$ cat src/rtl/controle_polinomio_pkg.sv
// Shared encodings between the polynomial control block and its datapath.
package controle_polinomio_pkg;

  typedef enum logic [2:0] {
    IDLE   = 3'd0,
    LOAD_X = 3'd1,
    OP1    = 3'd2,
    OP2    = 3'd3,
    OP3    = 3'd4,
    OP4    = 3'd5,
    DONE   = 3'd6
  } state_t;

  // operand1 (m1) sources
  localparam logic [1:0] SEL_CONST = 2'b00;
  localparam logic [1:0] SEL_X     = 2'b01;
  localparam logic [1:0] SEL_S     = 2'b10;
  localparam logic [1:0] SEL_H     = 2'b11;

  // operand2 (m2) sources use a different ordering than operand1
  localparam logic [1:0] OPND2_X     = 2'b00;
  localparam logic [1:0] OPND2_CONST = 2'b01;
  localparam logic [1:0] OPND2_S     = 2'b10;
  localparam logic [1:0] OPND2_H     = 2'b11;

  localparam logic [1:0] K_ZERO = 2'b00;
  localparam logic [1:0] K_A    = 2'b01;
  localparam logic [1:0] K_B    = 2'b10;
  localparam logic [1:0] K_C    = 2'b11;

  localparam logic ALU_ADD = 1'b0;
  localparam logic ALU_MUL = 1'b1;

  typedef struct packed {
    logic       busy;
    logic       lx;
    logic [1:0] m0;
    logic [1:0] m1;
    logic [1:0] m2;
    logic       h;
    logic       ls;
    logic       lh;
    logic       done;
  } ctrl_t;

endpackage

$ cat src/rtl/controle_polinomio.sv
// Control block sequencing the datapath control word for Horner evaluation
// of A*X^2+B*X+C (mode 0) or A*X+B (mode 1).
module controle_polinomio
  import controle_polinomio_pkg::*;
#(
  parameter int unsigned OP_LAT = 1
) (
  input  logic       ck,
  input  logic       rst,
  input  logic       start,
  input  logic       mode,
  output logic       busy,
  output logic       lx,
  output logic [1:0] m0,
  output logic [1:0] m1,
  output logic [1:0] m2,
  output logic       h,
  output logic       ls,
  output logic       lh,
  output logic       done
);

  localparam int unsigned    CNT_W    = $clog2(OP_LAT) + 1;
  localparam logic [CNT_W-1:0] CNT_LAST = CNT_W'(OP_LAT - 1);

  state_t           state_q, state_d;
  logic [CNT_W-1:0] cnt_q, cnt_d;
  logic             mode_q, mode_d;
  ctrl_t            ctrl_q, ctrl_d;
  logic             op_c, last_c, strobe_c;

  // State, wait counter, captured mode and registered control word
  always_ff @(posedge ck) begin
    if (rst) begin
      state_q <= IDLE;
      cnt_q   <= '0;
      mode_q  <= 1'b0;
      ctrl_q  <= '0;
    end else begin
      state_q <= state_d;
      cnt_q   <= cnt_d;
      mode_q  <= mode_d;
      ctrl_q  <= ctrl_d;
    end
  end

  // Next state, then the control word for that next state so outputs stay Moore and registered
  always_comb begin
    state_d  = state_q;
    cnt_d    = '0;
    mode_d   = mode_q;
    ctrl_d   = '0;
    op_c     = (state_q == OP1) || (state_q == OP2) || (state_q == OP3) || (state_q == OP4);
    last_c   = (cnt_q == CNT_LAST);
    strobe_c = 1'b0;

    if (op_c && !last_c) cnt_d = cnt_q + CNT_W'(1);

    case (state_q)
      IDLE: begin
        if (start) begin
          state_d = LOAD_X;
          mode_d  = mode;
        end
      end
      LOAD_X: state_d = OP1;
      OP1:    if (last_c) state_d = mode_q ? OP4 : OP2;
      OP2:    if (last_c) state_d = OP3;
      OP3:    if (last_c) state_d = OP4;
      OP4:    if (last_c) state_d = DONE;
      DONE:   state_d = IDLE;
      default: state_d = IDLE;
    endcase

    strobe_c = (cnt_d == CNT_LAST);

    case (state_d)
      LOAD_X: begin
        ctrl_d.busy = 1'b1;
        ctrl_d.lx   = 1'b1;
      end
      OP1: begin
        ctrl_d.busy = 1'b1;
        ctrl_d.m1   = SEL_CONST;
        ctrl_d.m0   = K_A;
        ctrl_d.m2   = OPND2_X;
        ctrl_d.h    = ALU_MUL;
        ctrl_d.lh   = strobe_c;
      end
      OP2: begin
        ctrl_d.busy = 1'b1;
        ctrl_d.m1   = SEL_H;
        ctrl_d.m2   = OPND2_CONST;
        ctrl_d.m0   = K_B;
        ctrl_d.h    = ALU_ADD;
        ctrl_d.lh   = strobe_c;
      end
      OP3: begin
        ctrl_d.busy = 1'b1;
        ctrl_d.m1   = SEL_H;
        ctrl_d.m2   = OPND2_X;
        ctrl_d.m0   = K_ZERO;
        ctrl_d.h    = ALU_MUL;
        ctrl_d.lh   = strobe_c;
      end
      OP4: begin
        ctrl_d.busy = 1'b1;
        ctrl_d.m1   = SEL_H;
        ctrl_d.m2   = OPND2_CONST;
        ctrl_d.m0   = mode_d ? K_B : K_C;
        ctrl_d.h    = ALU_ADD;
        ctrl_d.ls   = strobe_c;
      end
      DONE: begin
        ctrl_d.busy = 1'b1;
        ctrl_d.done = 1'b1;
      end
      default: ctrl_d = '0;
    endcase
  end

  assign busy = ctrl_q.busy;
  assign lx   = ctrl_q.lx;
  assign m0   = ctrl_q.m0;
  assign m1   = ctrl_q.m1;
  assign m2   = ctrl_q.m2;
  assign h    = ctrl_q.h;
  assign ls   = ctrl_q.ls;
  assign lh   = ctrl_q.lh;
  assign done = ctrl_q.done;

endmodule

$ cat config.mk
export PLATFORM = sky130hd
export DESIGN_NAME = controle_polinomio
export DESIGN_NICKNAME = d
export VERILOG_FILES = /design/src/rtl/controle_polinomio_pkg.sv /design/src/rtl/controle_polinomio.sv
export SDC_FILE = /design/constraint.sdc
export NUM_CORES = 1
export LEC_CHECK = 0
export BUFFER_PORTS_ARGS = -buffer_cell sky130_fd_sc_hd__buf_2
export CORE_UTILIZATION = 40
export DETAILED_ROUTE_END_ITERATION = 10
export PLACE_DENSITY = 0.69
export SLEW_MARGIN = 20
export SYNTH_ARGS = -nofsm -noshare
export SYNTH_HDL_FRONTEND = slang
export SYNTH_SLANG_ARGS = --single-unit
export TNS_END_PERCENT = 5
$ cat constraint.sdc
create_clock -name ck -period 1.51 [get_ports ck]
set_input_delay 0.302 -clock ck [delete_from_list [all_inputs] [get_ports ck]]
set_output_delay 0.302 -clock ck [all_outputs]
set_load 0.03 [all_outputs]
==> reports/results.ini <==
[setup_path]
worst_path_largest_cell_delay_ns = 0.49
path_cells = buf_4 -> and2b_1 -> a32oi_1 -> or4b_1 -> o31ai_1
regToRegEndpoint = m0[0]
reg2reg_setup_slack_ns = 0.05
path_buf_inv = 1
timing.critical_path.max_delay_family = simple AND/OR/NAND/NOR gates
critical_path.reg2reg.startpoint = state_q[1]
timing.reg2reg.worst_path_depth = 5
critPathRequiredTime_ns = 1.71
timing.critical_path.fanout_max = 5
critical-path-slowest-cell = sky130_fd_sc_hd__or4b_1
criticalPathCategory = reg -> reg
critPathArrivalTime_ns = 1.66
cp-start-kind = register
cp-end-kind = register

[synth]
synth_warnings = 0
netlist.top_cell.by_area = sky130_fd_sc_hd__dfxtp_1
synth.area.mux_share = 0.0329
async_flop_share = 0
synth_top_flop_cell = sky130_fd_sc_hd__dfxtp_1
yosys_register_bits = 14
netlist.area_leader.share = 0.460
number_of_enable_flip_flop_cells_after_synthesis = 0
yosys.area_share.adder = 0.0411
ys_types = 30
synth_xor_xnor_area_share = 0.0287
synth_top_family_by_area = simple AND/OR/NAND/NOR gates
synth_compound_gate_area_share = 0.125
netlist_instances = 65
netlist_area_um2 = 609
synth_area_per_cell_um2 = 9.37
ys_top_cells_by_area = sky130_fd_sc_hd__dfxtp_1 46%, sky130_fd_sc_hd__nor2_1 6.8%, sky130_fd_sc_hd__ha_1 4.1%
synth-simple-area-share = 0.236
synth_sequential_area_ratio = 0.460

[final_layout]
post_route_cells_drive_above_1_share = 0.398
finish.net_count = 90
areaGrowthSynthToFinish_pct = 23.6
antennaDiodeCount = 0
fillCellCount = 126
fin_cells = 98

[timing]
setup_violations = 0
worst_hold_slack_ns = 0.196
period_needed_ns = 1.46
drv_slew = 0
fin_crit_sh = 0.967
finalSetupTns_ns = 0
final_hold_fails = 0
highest_achievable_clock_rate_ghz = 0.685
skew_ns = 0.00705
setup_repair_after_global_routing_missed_its_margin = true

[floorplanning]
full_die_area_um2 = 1680
ioPinCount = 16
die_w_um = 41.0
fp-row-count = 13
start_util = 0.446
fp.dieH_um = 41.0
coreArea_um2 = 1370

[cts]
root_buffer = sky130_fd_sc_hd__clkbuf_4
htree_levels = 1
hold_buffers = 0
tritoncts.num_buffers = 3
postCtsResizedCells = 0
clock_tree.buffer_depth = 2
cts.reportedPaths.clkPinSlew_ns = 0.08
clk-insertion-delay-late_ns = 0.27
cts.sinks = 14
clock_tree_from_tritoncts = built
cts_setup_buffers = 0

[global_routing]
antenna_found_initial = 0
grt_start_max_net_pins = 10
gr-total-overflow = 0
grt_pass1_vias = 392
grt_first_pass_wirelength_mm = 1.59
grt_use_total = 0.148

[min_path]
worstHoldStart = rst
min_path_cells = 2
hp-class = in -> reg
worstHoldEndpoint = mode_q

[power]
share_comb_of_total_power = 0.249
cellLeakagePower_nw = 0.366
max-vdd-ir-drop_uv = 779
internal-power_mw = 0.637
power.switching_fraction = 0.295
power_density_nw_per_um2 = 1200
p_sw_mw = 0.267
clock_power_share = 0.283
power_frac_seq = 0.468

[run_status]
outcome = completed

[route]
final_antenna_net_count = 0
drt_wl_total_um = 986
wl_per_cell_um = 10.1
drc = 0
initialDrtViolationCount = 3
vias_per_std_cell = 4.72
dr_vias = 463
drt_first_pass_iters = 2

[place]
cell_count_after_placement = 94
placer_s_final_routability_congestion_estimate = 0.907
dpl.hpwl_um = 796
portBuffers = 14

[flow_run]
max_cap_violations = 0

[cell type report]
type | instances | area [um^2] | share of cell area
multi-input combinational | 44 | 302 | 0.400
sequential | 14 | 285 | 0.379
timing repair buffer | 18 | 100 | 0.133
clock buffer | 4 | 36.3 | 0.0482
tap | 15 | 18.8 | 0.0249
inverter | 3 | 11.3 | 0.0150
[layout by cell type (no fill, tap or decap), drive strengths merged, types with 2 or more instances in the layout]
cell type	instances
or2	4
clkbuf	4
nand2	2
conb	2
dfxtp	14
mux2i	2
inv	3
nor2	11
ha	2
a32oi	2
o21ai	2
buf	18
a21oi	3
[flip-flops by register name, indices dropped and copies added, names as in the netlist]
name     count
done         1
h            1
mode_q       1
lx           1
busy         1
m0           1
state_q      3
m1           1
ls           1
m2           1
cnt_q        1
lh           1
[logic make-up after synthesis]
logic type      after synthesis
flops                        14
mux                           2
compound gates               11
other cells                   1
buf+inv                       8
xor+xnor                      2
simple gates                 25
fa+ha+maj                     2
[metal layers]
layer  GRT usage  up-vias  share of wire
li1            -      247              -
met1       0.184      207           0.46
met2       0.223        9           0.49
met3      0.0815        0          0.046
met4      0.0250        0              0
met5           0        -              0
[cells in the mapped netlist, types with 2 or more instances]
master	count
sky130_fd_sc_hd__buf_4	3
sky130_fd_sc_hd__a21oi_1	2
sky130_fd_sc_hd__nand2_1	2
sky130_fd_sc_hd__o21ai_0	2
sky130_fd_sc_hd__ha_1	2
sky130_fd_sc_hd__inv_1	3
sky130_fd_sc_hd__a32oi_1	2
sky130_fd_sc_hd__or2_2	3
sky130_fd_sc_hd__nor2_1	11
sky130_fd_sc_hd__mux2i_1	2
sky130_fd_sc_hd__dfxtp_1	14
[power groups by stage]
stage | Combinational (mW) | Clock, mW | Sequential (mW)
floorplan | 0.134 | 0 | 0.473
global placement | 0.222 | 0 | 0.431
detailed placement | 0.222 | 0 | 0.433
CTS | 0.223 | 0.266 | 0.423
global route | 0.251 | 0.286 | 0.430
finish | 0.225 | 0.255 | 0.423
[stage by stage]
stage          worst slack (ns)  power [mW]  cell area (um^2)  utilization
3_5_place_dp             0.0265       0.655               702        0.514
4_1_cts                  0.0101       0.912               738        0.540
3_3_place_gp             0.0469       0.653               702        0.514
6_report                 0.0495       0.904               753        0.551
2_1_floorplan          0.000664       0.607               616            -
5_1_grt                 -0.0692       0.967               753        0.551
[worst max-delay path by stage]
stage | startpoint | to | cells past startpoint
2_1_floorplan | state_q[2] | m0[0] | 5
6_report | state_q[1] | m0[0] | 5
3_5_place_dp | state_q[1] | h | 6
5_1_grt | state_q[2] | m1[0] | 4
4_1_cts | state_q[1] | h | 6
3_3_place_gp | state_q[1] | m0[0] | 4
Note: power is estimated with default switching activity, not from simulation.
